**src/rtl/uart_pkg.sv**
```systemverilog
// Shared UART definitions: receiver state encoding and the default oversampling rate
// used by the receiver, transmitter and baud generator.
package uart_pkg;

    typedef enum logic [1:0] {
        IDLE,
        START,
        DATA,
        STOP
    } rx_state_t;

    localparam int OVERSAMPLE_DEFAULT = 16;

    function automatic int max_int(input int a, input int b);
        return (a > b) ? a : b;
    endfunction

endpackage

```
**src/rtl/sync_2ff.sv**
```systemverilog
// Two-flop synchronizer for a single asynchronous bit; both flops reset to RST_VAL
// so the synchronized output starts at a known level.
module sync_2ff #(
    parameter logic RST_VAL = 1'b1
) (
    input  logic i_clk,
    input  logic i_rst_n,
    input  logic d_i,
    output logic q_o
);

    logic meta_q;
    logic sync_q;

    always_ff @(posedge i_clk) begin
        if (!i_rst_n) begin
            meta_q <= RST_VAL;
            sync_q <= RST_VAL;
        end else begin
            meta_q <= d_i;
            sync_q <= meta_q;
        end
    end

    assign q_o = sync_q;

endmodule

```
**src/rtl/uart_rx.sv**
```systemverilog
// UART receiver: oversampled, LSB-first, no parity; emits registered one-cycle done or
// frame-error pulses after the final stop-bit sample.
module uart_rx
    import uart_pkg::*;
#(
    parameter int DATA_BITS  = 8,
    parameter int OVERSAMPLE = OVERSAMPLE_DEFAULT,
    parameter int SB_TICK    = 16
) (
    input  logic                 i_clk,
    input  logic                 i_rst_n,
    input  logic                 i_s_tick,
    input  logic                 i_rx,
    output logic                 o_rx_done_tick,
    output logic [DATA_BITS-1:0] o_dout,
    output logic                 o_frame_err,
    output logic                 o_busy
);

    localparam int CNT_W = $clog2(max_int(OVERSAMPLE, SB_TICK));
    localparam int NB_W  = (DATA_BITS > 1) ? $clog2(DATA_BITS) : 1;

    localparam logic [CNT_W-1:0] HALF_LAST = CNT_W'(OVERSAMPLE / 2 - 1);
    localparam logic [CNT_W-1:0] BIT_LAST  = CNT_W'(OVERSAMPLE - 1);
    localparam logic [CNT_W-1:0] STOP_LAST = CNT_W'(SB_TICK - 1);
    localparam logic [NB_W-1:0]  DATA_LAST = NB_W'(DATA_BITS - 1);

    rx_state_t            state_q, state_d;
    logic [CNT_W-1:0]     s_cnt_q, s_cnt_d;
    logic [NB_W-1:0]      n_cnt_q, n_cnt_d;
    logic [DATA_BITS-1:0] shreg_q, shreg_d;
    logic [DATA_BITS-1:0] dout_q, dout_d;
    logic                 done_q, done_d;
    logic                 err_q, err_d;
    logic                 rx_q;
    logic                 rx_s;

    sync_2ff #(
        .RST_VAL (1'b1)
    ) u_rx_sync (
        .i_clk   (i_clk),
        .i_rst_n (i_rst_n),
        .d_i     (i_rx),
        .q_o     (rx_s)
    );

    always_ff @(posedge i_clk) begin
        if (!i_rst_n) begin
            state_q <= IDLE;
            s_cnt_q <= '0;
            n_cnt_q <= '0;
            shreg_q <= '0;
            dout_q  <= '0;
            done_q  <= 1'b0;
            err_q   <= 1'b0;
            rx_q    <= 1'b1;
        end else begin
            state_q <= state_d;
            s_cnt_q <= s_cnt_d;
            n_cnt_q <= n_cnt_d;
            shreg_q <= shreg_d;
            dout_q  <= dout_d;
            done_q  <= done_d;
            err_q   <= err_d;
            rx_q    <= rx_s;
        end
    end

    // Start is sampled mid-bit; every later sample lands one full bit period further on.
    always_comb begin
        state_d = state_q;
        s_cnt_d = s_cnt_q;
        n_cnt_d = n_cnt_q;
        shreg_d = shreg_q;
        dout_d  = dout_q;
        done_d  = 1'b0;
        err_d   = 1'b0;

        unique case (state_q)
            IDLE: begin
                if (rx_q && !rx_s) begin
                    state_d = START;
                    s_cnt_d = '0;
                end
            end
            START: begin
                if (i_s_tick) begin
                    if (s_cnt_q == HALF_LAST) begin
                        if (!rx_s) begin
                            state_d = DATA;
                            s_cnt_d = '0;
                            n_cnt_d = '0;
                        end else begin
                            state_d = IDLE;
                        end
                    end else begin
                        s_cnt_d = s_cnt_q + 1'b1;
                    end
                end
            end
            DATA: begin
                if (i_s_tick) begin
                    if (s_cnt_q == BIT_LAST) begin
                        s_cnt_d = '0;
                        shreg_d = {rx_s, shreg_q[DATA_BITS-1:1]};
                        if (n_cnt_q == DATA_LAST) begin
                            state_d = STOP;
                        end else begin
                            n_cnt_d = n_cnt_q + 1'b1;
                        end
                    end else begin
                        s_cnt_d = s_cnt_q + 1'b1;
                    end
                end
            end
            STOP: begin
                if (i_s_tick) begin
                    if (s_cnt_q == STOP_LAST) begin
                        state_d = IDLE;
                        if (rx_s) begin
                            dout_d = shreg_q;
                            done_d = 1'b1;
                        end else begin
                            err_d = 1'b1;
                        end
                    end else begin
                        s_cnt_d = s_cnt_q + 1'b1;
                    end
                end
            end
            default: state_d = IDLE;
        endcase
    end

    assign o_rx_done_tick = done_q;
    assign o_frame_err    = err_q;
    assign o_dout         = dout_q;
    assign o_busy         = (state_q != IDLE);

endmodule

```
**config.mk**
```make
export PLATFORM = sky130hd
export DESIGN_NAME = uart_rx
export DESIGN_NICKNAME = d
export VERILOG_FILES = /design/src/rtl/uart_pkg.sv /design/src/rtl/sync_2ff.sv /design/src/rtl/uart_rx.sv
export SDC_FILE = /design/constraint.sdc
export NUM_CORES = 1
export LEC_CHECK = 0
export ABC_AREA = 1
export ABC_CLOCK_PERIOD_IN_PS = 1600
export CAP_MARGIN = 30
export CORE_MARGIN = 3
export CORE_UTILIZATION = 54
export CTS_CLUSTER_SIZE = 16
export DETAILED_ROUTE_END_ITERATION = 6
export PLACE_DENSITY = 0.81
export SYNTH_ARGS = -nofsm -noshare
export SYNTH_HDL_FRONTEND = slang
export SYNTH_SLANG_ARGS = --single-unit
```
**constraint.sdc**
```tcl
create_clock -name i_clk -period 1.6 [get_ports i_clk]
set_input_delay 0.16 -clock i_clk [delete_from_list [all_inputs] [get_ports i_clk]]
set_output_delay 0.16 -clock i_clk [all_outputs]
set_load 0.1 [all_outputs]
```
Word level (Yosys, flattened, before mapping)
Index checks and enable logic that the tools add are counted.
- output and inout bits: 11
- latch bits: 0
- memories: 0
- memory bits (writable): 0
- logic and storage cells: 69
- memory bits (read-only): 0
- bits of input ports: 4
- register bits: 30
- reductions and logical operators: 11
- bitwise gates (word level): 0
- add/sub/neg operators: 2
- order comparisons: 0
- multiply operators: 0
- div/mod/pow operators: 0
- shift-type cells: 0
- mux-type cells: 28
- equal/unequal tests: 18
- operator list (kind ; number):
    4-bit two-way mux ; 8
    2-bit != test (second input constant) ; 11
    2-bit two-way mux ; 9
    3-bit two-way mux ; 6
    4-bit case mux with 4 select lines ; 1
    2-bit case mux with 4 select lines ; 1
    4-bit AND reduction ; 2
    8-bit AND reduction ; 1
    7-bit AND reduction ; 1
    3-bit case mux with 2 select lines ; 1
    6-bit AND reduction ; 1
    4-bit by 1-bit adder with 4-bit output (second input constant) ; 1
    2-bit equality test (second input constant) ; 2
    4-bit by 3-bit equality test with 1-bit output (second input constant) ; 1
    4-bit equality test (second input constant) ; 1
    2-bit nonzero test ; 2
    3-bit by 1-bit adder with 3-bit output (second input constant) ; 1
    3-bit equality test (second input constant) ; 1
    3-bit != test (second input constant) ; 1
    3-bit AND reduction ; 1
    2-bit by 1-bit equality test with 1-bit output (second input constant) ; 1
    2-bit zero test ; 1
    1-bit two-way mux ; 2
    1-bit logical AND ; 1
    1-bit zero test ; 1

Depth between registers and ports, before layout
Gate-level depths: netlist of run 1.
- word-level depth: 5
- mapped depth: 10

Hierarchy
Synthesis of run 1 repeated with hierarchy kept, for this count alone.
- cells, all modules: 177
- area, all modules: 1325.0 um^2
- modules (own cells, without submodules) (module ; cells each ; times used ; area each (um^2)):
    uart_rx ; 171 ; 1 ; 1270.0
    sync_2ff ; 6 ; 1 ; 55.1

Least setup slack after synthesis of run 1
No wires, ideal clock.
- path kind: flip-flop to flip-flop
- start point: register state_q[0]
- end point: register s_cnt_q[0]
- required time: 1489 ps
- slack: 74 ps
- arrival time: 1415 ps
- setup time: 111 ps
- stages on the path, launching flop included: 11
- path buffers: 1
- cell sequence: dfxtp_1 > buf_6 > inv_1 > nand2_2 > nand2_1 > nand2_2 > inv_1 > nand3_1 > nand2_1 > inv_1 > nor2_1
- longest elaborated chain between the ends: 3
- elaborated cells on any way between the ends: 12
- those cells by class: eq/ne: 9; mux: 1; reduce/logical: 2
- ends and longest elaborated chain (item ; line ; text):
    start, declared ; uart_rx.sv:28 ; rx_state_t state_q, state_d;
    start signal, assigned ; uart_rx.sv:58 ; state_q <= state_d;
    2-bit by 1-bit equality test with 1-bit output (tied with other cells) ; uart_rx.sv:79 ; unique case (state_q)
    3-bit != test (no line) or 2-bit != test (tied branches) ; - ;
    6-bit AND reduction (no line) ; - ;
    end signal, assigned ; uart_rx.sv:59 ; s_cnt_q <= s_cnt_d;
    end, declared ; uart_rx.sv:29 ; logic [CNT_W-1:0] s_cnt_q, s_cnt_d;
Several ways; a longest one is shown, not always the timed one.
A chain may end at the register's enable or synchronous reset.

Worst setup path after layout of run 1
- start point: register s_cnt_q[0]
- end point: register s_cnt_q[3]
- longest elaborated chain between the ends: 4
- elaborated cells on any way between the ends: 13
- those cells by class: add/sub: 1; eq/ne: 4; mux: 7; reduce/logical: 1
- ends and longest elaborated chain (item ; line):
    4-bit by 1-bit adder with 4-bit output (tied with other cells) ; uart_rx.sv:97, uart_rx.sv:112, uart_rx.sv:127
    4-bit two-way mux, on equally long branches ; uart_rx.sv:118, uart_rx.sv:88, uart_rx.sv:103
    4-bit two-way mux, on equally long branches ; uart_rx.sv:117, uart_rx.sv:87, uart_rx.sv:102
    4-bit case mux with 4 select lines ; uart_rx.sv:79
Several ways; a longest one is shown, not always the timed one. The select of a mux whose other input is x is not followed.

==> reports/metrics.cfg, run 1 <==
[run_status]
status=finished clean

[cells_and_area]
mostFrequentLayoutCells=nor2_1, nand2_1, dfxtp_1
final_common_cell=nor2_1
antenna_cells=0
drive_gt1_share_pct=20.1
synthToLayoutAreaGrowth_pct=27.9
nets=225
fin_cells=247
finalInstanceArea_um2=1780
fillCellCount=167

[power]
ir_drop_uv=665
power.density_nw_per_um2=925
p_leak_nw=0.771
power_mw=1.65

[floorplanning]
start_util_pct=60.1
coreArea_um2=2320
boundaryPins=15
rows=17
die_x_um=56.8
die_h_um=56.8
die-area_um2=3220

[global_routing]
grt_max_degree=26
grt.total_usage_pct=20.7
antenna_found_initial=0
grt_pass1_vias=1163
grt_pass1_wl_um=5090
overflow=0

[clock_tree]
htreeDepth=2
clock-root-buffer=clkbuf_4
cts_buffers=5
clkSinkCount=30
clk_latency_ns=0.33
clock_path_buffers=2
path_clk_slew_ns=0.09
cts_tree=yes

[detailed_routing]
drt-pass1-iter-count=4
finalWirelength_um=2900
ant_nets=0
vias_per_cell=5.09
first_iter_violations=34
via_count=1258
post_drt_wl_per_cell_um=11.7
drc=0

[critical_path]
r2r-start=s_cnt_q[0]$_SDFFE_PN0P_
required_ns=1.87
cp_data_arrival_time_ns=1.73
worst_r2r_path_depth=9
endpoint=s_cnt_q[3]$_SDFFE_PN0P_
path_class=flip-flop to flip-flop
crit_path_start=s_cnt_q[0]$_SDFFE_PN0P_
cp-end-kind=flip-flop
start_kind=flip-flop
worstPathMaxFanout=5
r2r_slack_ns=0.14
rr_endpoint=s_cnt_q[3]$_SDFFE_PN0P_

[timing]
tightest_slew_ns=0.360
fmax_mhz=685
fin_hold_ws_ns=0.400
rsz0062_at_grt=no
finalCritPeriodShare_pct=91.2
slew_headroom_pct=75.7
fin_setup_tns_ns=0
skew_ns=0.00859
setup_viol=0
drv_slew=0
min_period_ns=1.46
hold_viol=0

[place]
hpwl_um=2170
placed_cells=239
portBuffers=14
gp_congestion=0.877
post_dp_cell_area_um2=1680

[synthesis]
yosysSeqAreaShare_pct=43.1
synthesis.area_um2=1390
synthCells=197
ys_warn_count=0
yosys_register_bits=30
ys_types=21
syn-num-nets=204
syn_avg_cell_area_um2=7.07

[run]
maxCapViolations=0

[worst_hold_path]
hold_path.class=primary input to flip-flop

==> cell families (layout without fill, tap and decap cells) <==
kind of cell,after synthesis,in the layout,share of synthesized area (%)
flops,30,30,43.1
simple gates,116,116,38.3
fa+ha+maj,3,3,2.70
compound gates,23,23,8.54
buf+inv,25,47,7.37
==> worst max-delay path, stage by stage (launching register included) <==
cell and delay [ns]:
dfxtp_1 0.39, ha_2 0.23, nand3_2 0.16, inv_2 0.13, nand2_1 0.11, nand2_1 0.10
nor2_2 0.05, nand2_1 0.06, nand2_1 0.06, nor2_1 0.11
==> synthesized netlist by cell type (all sizes together) <==
cell     n  area, µm²
nand3   17        113
clkbuf   2       7.51
inv     21       78.8
ha       3       37.5
nand2   43        171
nor3     2       10.0
nor2    52        226
o21ai   18       93.8
dfxtp   30        601
or2      2       12.5
a21oi    5       25.0
buf      1       11.3
clkinv   1       5.00
==> flip-flops by register name (all words and copies together), names as in the netlist, 3 cells and up, named ones only <==
name     cells
s_cnt_q      4
shreg_q      8
o_dout       8
n_cnt_q      3
==> layer usage <==
metal	share of wire, %	GRT usage [%]	vias up
met5	0	0	-
met4	1.9	7.95	0
met3	6.1	6.90	6
met2	43	29.0	33
met1	49	28.9	559
li1	-	-	660
==> how the worst min path moves through the flow <==
| stage | end | from | cells past startpoint |
|---|---|---|---|
| detailed placement | u_rx_sync.q_o$_SDFF_PN1_ | u_rx_sync.meta_q$_SDFF_PN1_ | 1 |
| CTS | u_rx_sync.meta_q$_SDFF_PN1_ | i_rx | 2 |
| finish | u_rx_sync.meta_q$_SDFF_PN1_ | i_rx | 2 |
| global placement | u_rx_sync.q_o$_SDFF_PN1_ | u_rx_sync.meta_q$_SDFF_PN1_ | 1 |
| global route | u_rx_sync.meta_q$_SDFF_PN1_ | i_rx | 2 |
| floorplan | rx_q$_SDFF_PN1_ | i_rst_n | 1 |
==> timing repair <==
action / in CTS / in global routing
endpoints found under the setup margin: 0 / 12
hold buffers: 0 / 0
endpoints found under the hold margin: 0 / 0
setup buffers: 0 / 0
resized for setup: 0 / 7
==> power breakdown <==
group | internal (mW) | switching (mW) | total (mW)
clock | 0.323 | 0.259 | 0.582
combinational | 0.100 | 0.186 | 0.287
sequential | 0.762 | 0.0187 | 0.780
==> layout make-up <==
cell class	instances	area [µm²]	share of cell area, %
Multi-Input combinational cell	142	709	39.8
Sequential cell	30	601	33.7
Timing Repair Buffer	17	273	15.3
Inverter	22	86.3	4.85
Clock inverter	3	40.0	2.25
Clock buffer	5	37.5	2.11
Tap cell	28	35.0	1.97
==> through the flow <==
| stage | setup WS [ns] | util [%] |
|---|---|---|
| floorplan | 0.0736 | - |
| global placement | 0.176 | 72.5 |
| detailed placement | 0.115 | 72.5 |
| CTS | 0.0887 | 75.9 |
| global route | 0.00799 | 76.8 |
| finish | 0.141 | 76.8 |
No activity file was read; power rests on OpenSTA's default activity.
==> run 2: changes to the inputs <==
--- a/config.mk
+++ b/config.mk
@@ -10,8 +10,10 @@
 export CAP_MARGIN = 30
 export CORE_MARGIN = 3
 export CORE_UTILIZATION = 54
+export CTS_CLUSTER_DIAMETER = 120
 export CTS_CLUSTER_SIZE = 16
 export DETAILED_ROUTE_END_ITERATION = 6
+export GPL_TIMING_DRIVEN = 0
 export PLACE_DENSITY = 0.81
 export SYNTH_ARGS = -nofsm -noshare
 export SYNTH_HDL_FRONTEND = slang
==> run 2 against run 1 <==
Effect of this change:
- clock skew rose by 0.0016 ns
- cell area shrank 6.9%
- combinational power decreased by 5%
- die area stayed put
- non-clock buffer count did not move
- critical path depth fell by 3
- sequential cell count unchanged
- sequential power fell by 1%
- utilization decreased by 5.3 points
- power down 8.8%
- worst hold slack improved by 0.016 ns
- critical path type unchanged
- critical endpoint is now o_dout[0]$_SDFFE_PN0P_
==> reports/metrics.cfg, run 2 (synthesized netlist as in run 1, its figures left out) <==
[run_status]
status=finished clean

[cells_and_area]
drive_gt1_share_pct=18.3
mostFrequentLayoutCells=nor2_1, nand2_1, dfxtp_1
antenna_cells=0
final_util_pct=71.6
final_common_cell=nor2_1
finalInstanceArea_um2=1660
synthToLayoutAreaGrowth_pct=19.1
nets=225
fillCellCount=204
fin_cells=247

[critical_path]
crit_slowest_cell=dfxtp_1
required_ns=1.82
r2r-start=s_cnt_q[0]$_SDFFE_PN0P_
crit_path_start=s_cnt_q[0]$_SDFFE_PN0P_
worstPathMaxFanout=10
cp-end-kind=flip-flop
critPathMaxStageDelay_ns=0.39
path_class=flip-flop to flip-flop
cp_data_arrival_time_ns=1.73
worst_r2r_path_depth=6
r2r_slack_ns=0.09
path_cells=ha_2 -> nand3_2 -> nor2_2 -> nand3_4 -> o21ai_0 -> nor2_1
rr_endpoint=o_dout[0]$_SDFFE_PN0P_
start_kind=flip-flop

[clock_tree]
htreeDepth=2
clock_path_buffers=2
clkSinkCount=30
cts_tree=yes
clock-root-buffer=clkbuf_4
clk_latency_ns=0.33
path_clk_slew_ns=0.09
hold_buffers=0
cts_buffers=5
cts_setup_buffers=0

[power]
seqPwrFrac_pct=51.3
power_switching_uw=445
ir_drop_uv=727
switching_share_pct=29.6
p_clk_share_pct=30.7
p_leak_nw=0.710
power_mw=1.50
power.density_nw_per_um2=907
p_int_mw=1.06
comb_power_share_pct=18.1

[detailed_routing]
ant_nets=0
via_count=1238
wl_met1_um=1340
wl_met3_um=177
drt-pass1-iter-count=4
post_drt_wl_per_cell_um=11.0
met2_length_um=1170
top_layer_used=met4
first_iter_violations=31
vias_per_cell=5.01
drc=0
finalWirelength_um=2720

[floorplanning]
boundaryPins=15
coreArea_um2=2320
die-area_um2=3220
die_h_um=56.8
rows=17
die_x_um=56.8
start_util_pct=60.1

[timing]
slew_headroom_pct=63.5
skew_ns=0.0102
tightest_slew_ns=0.550
finalCritPeriodShare_pct=94.2
drv_slew=0
setup_viol=0
min_period_ns=1.51
hold_viol=0
fmax_mhz=663

[worst_hold_path]
hold_path.class=primary input to flip-flop
hold-path-cell-count=2
worstHoldStart=i_rx
hold_end=u_rx_sync.meta_q$_SDFF_PN1_

[global_routing]
grt_max_degree=11
grt_pass1_wl_um=4800
overflow=0
grt.total_usage_pct=19.1
antenna_found_initial=0
grt_pass1_vias=1149

[place]
placed_cells=239
hpwl_um=2070
portBuffers=14
gp_congestion=0.827
post_dp_cell_area_um2=1570

[run]
maxCapViolations=0

run 2: how the worst max path moves through the flow:
stage                               to  slack (ns)  cells past startpoint
6_report        o_dout[0]$_SDFFE_PN0P_        0.09                      6
3_5_place_dp                    o_busy       -0.33                      3
5_1_grt         o_dout[3]$_SDFFE_PN0P_       -0.02                      6
3_3_place_gp                    o_busy       -0.33                      3
2_1_floorplan  s_cnt_q[0]$_SDFFE_PN0P_        0.07                     10
4_1_cts                         o_busy      0.0004                      3
run 2: power groups by stage:
stage	registers [mW]	clock network [mW]	logic, mW
after global placement	0.788	0	0.270
after CTS	0.771	0.472	0.268
after detailed placement	0.789	0	0.272
after floorplan	0.786	0	0.219
after global routing	0.774	0.500	0.306
final	0.771	0.461	0.272
run 2: per-stage QoR:
step / hold slack, ns / worst slack [ns] / setup TNS [ns]
2_1_floorplan: 0.249 / 0.0736 / 0
3_3_place_gp: 0.402 / -0.335 / -0.336
3_5_place_dp: 0.425 / -0.328 / -0.386
4_1_cts: 0.419 / 0.000389 / 0
5_1_grt: 0.429 / -0.0164 / -0.0164
6_report: 0.416 / 0.0926 / 0
run 2: critical path: cells and delay by family (launching register included):
| family | cells | cell delay, ns |
|---|---|---|
| DFF | 1 | 0.39 |
| adders and majority gates | 1 | 0.25 |
| AOI/OAI and AO/OA | 1 | 0.21 |
| and+or+nand+nor | 4 | 0.56 |
run 2: layout make-up:
type | instances | area (µm²) | share of cell area, %
Sequential cell | 30 | 601 | 36.2
Inverter | 22 | 86.3 | 5.20
Multi-Input combinational cell | 142 | 708 | 42.7
Clock buffer | 7 | 55.1 | 3.32
Clock inverter | 1 | 5.00 | 0.302
Tap cell | 28 | 35.0 | 2.11
Buffer | 3 | 18.8 | 1.13
Timing Repair Buffer | 14 | 150 | 9.05
run 2: metal layers:
layer	up-vias	track usage [%]
li1	660	-
met1	536	24.9
met2	36	29.7
met3	6	6.44
met4	0	5.96
met5	-	0
run 2: repair_timing:
| item | 4_1_cts | 5_1_grt |
|---|---|---|
| cloned | 0 | 0 |
| endpoints found under the setup margin | 11 | 17 |
| gates resized for setup | 35 | 9 |
==> run 3: changes to the inputs <==
--- a/config.mk
+++ b/config.mk
@@ -7,8 +7,7 @@
 export LEC_CHECK = 0
 export ABC_AREA = 1
 export ABC_CLOCK_PERIOD_IN_PS = 1600
-export CAP_MARGIN = 30
-export CORE_MARGIN = 3
+export CORE_MARGIN = 1.5
 export CORE_UTILIZATION = 54
 export CTS_CLUSTER_DIAMETER = 120
 export CTS_CLUSTER_SIZE = 16
==> run 3 against run 2 <==
Effect of this change:
- clock power up 4%
- fmax decreased by 0.18%
- sequential cell count is the same
- via count rose by 2.0%
==> reports/metrics.cfg, run 3 (synthesized netlist as in run 1, its figures left out) <==
[floorplanning]
die_x_um=53.8
rows=18
coreArea_um2=2450
die-area_um2=2890
boundaryPins=15
die_h_um=53.8
start_util_pct=56.7

[timing]
fin_hold_ws_ns=0.393
skew_ns=0.00997
worst_slack_ns=0.0898
fmax_mhz=662
hold_viol=0
drv_slew=0
finalCritPeriodShare_pct=94.4
slew_headroom_pct=63.0
setup_viol=0
min_period_ns=1.51
tightest_slew_ns=0.557

[global_routing]
grt.met1_usage_pct=26.6
use_met2_pct=40.0
grt_pass1_wl_um=4790
grt_max_degree=11
grt_pass1_vias=1197
overflow=0
busiest_layer=met2
use_met3_pct=7.78
grt.total_usage_pct=23.3
antenna_found_initial=0

[clock_tree]
cts_tree=yes
cts_buffers=5
path_clk_slew_ns=0.10
clkSinkCount=30
clock_path_buffers=2
clock-root-buffer=clkbuf_4
clk_latency_ns=0.33
hold_buffers=0
cts_setup_buffers=0
htreeDepth=2

[cells_and_area]
synthToLayoutAreaGrowth_pct=19.7
drive_gt1_share_pct=19.2
mostFrequentLayoutCells=nor2_1, nand2_1, dfxtp_1
final_common_cell=nor2_1
antenna_cells=0
nets=225

[power]
power_mw=1.53
ir_drop_uv=724
power.density_nw_per_um2=919
p_leak_nw=0.706

[place]
gp_congestion=0.868
hpwl_um=2020
dp_slack_ns=-0.330
portBuffers=14

[detailed_routing]
post_drt_wl_per_cell_um=11.3
drc=0
drt-pass1-iter-count=4
first_iter_violations=21
vias_per_cell=5.07
finalWirelength_um=2810
ant_nets=0
via_count=1263

[worst_hold_path]
hold_path.class=primary input to flip-flop

[critical_path]
cp-end-kind=primary output
worstPathMaxFanout=6
required_ns=1.44
cp_data_arrival_time_ns=1.35
path_class=flip-flop to primary output
start_kind=flip-flop

[run_status]
status=finished clean

[run]
maxCapViolations=0

## run 3: cell types whose count changed in the layout (fill, tap and decap cells not counted)
cell | previous run | this run
o21ai_0 | 14 | 16
o21ai_2 | 2 | 1
o21ai_1 | 2 | 1
clkbuf_1 | 3 | 2
clkinvlp_4 | 0 | 1
inv_1 | 19 | 18
inv_2 | 1 | 2
nor3_1 | 2 | 1
nor3_2 | 0 | 1
## run 3: cell type report
class / count / area [µm²]
Tap cell: 30 / 37.5
Buffer: 3 / 18.8
Timing Repair Buffer: 14 / 150
Multi-Input combinational cell: 142 / 709
Inverter: 22 / 86.3
Clock buffer: 6 / 51.3
Sequential cell: 30 / 601
Clock inverter: 2 / 12.5
Fill cell: 200 / 788
## run 3: through the flow
| step | utilization [%] | setup TNS, ns | cells | cell area (µm²) |
|---|---|---|---|---|
| detailed placement | 64.0 | -0.365 | 241 | 1570 |
| finish | 67.9 | 0 | 249 | 1670 |
| floorplan | - | 0 | 197 | 1390 |
| CTS | 66.9 | 0 | 249 | 1640 |
| global placement | 64.0 | -0.331 | 241 | 1570 |
| global route | 67.9 | -0.00208 | 249 | 1670 |
## run 3: per-layer routing
layer,up-vias,part of all wire [%]
met1,573,45
met5,-,0
met2,24,49
li1,660,-
met3,6,4.5
met4,0,1.6
## run 3: worst max-delay path, cell delays in order, from the launching register on
cell and delay, ns:
dfxtp_1 0.45, inv_2 0.13, nand2_2 0.11, clkbuf_4 0.33
## run 3: timing repair
item,4_1_cts,5_1_grt
endpoints found under the setup margin,11,13
gates resized for setup,35,8
gates cloned,0,0
## run 3: path summary, 6_finish.rpt
path / endpoint / cells past startpoint / slack (ns) / from
hold reg to reg: u_rx_sync.q_o$_SDFF_PN1_ / 1 / 0.43 / u_rx_sync.meta_q$_SDFF_PN1_
hold / removal: u_rx_sync.meta_q$_SDFF_PN1_ / 2 / 0.39 / i_rx
setup / recovery: o_busy / 3 / 0.09 / flip-flop
setup reg to reg: o_dout[6]$_SDFFE_PN0P_ / 6 / 0.10 / s_cnt_q[0]$_SDFFE_PN0P_
## run 3: power by group
part	internal (mW)	switching [mW]	leakage, nW
clock	0.211	0.268	0.0343
combinational	0.0867	0.194	0.429
sequential	0.762	0.00998	0.242
total	1.06	0.472	0.706
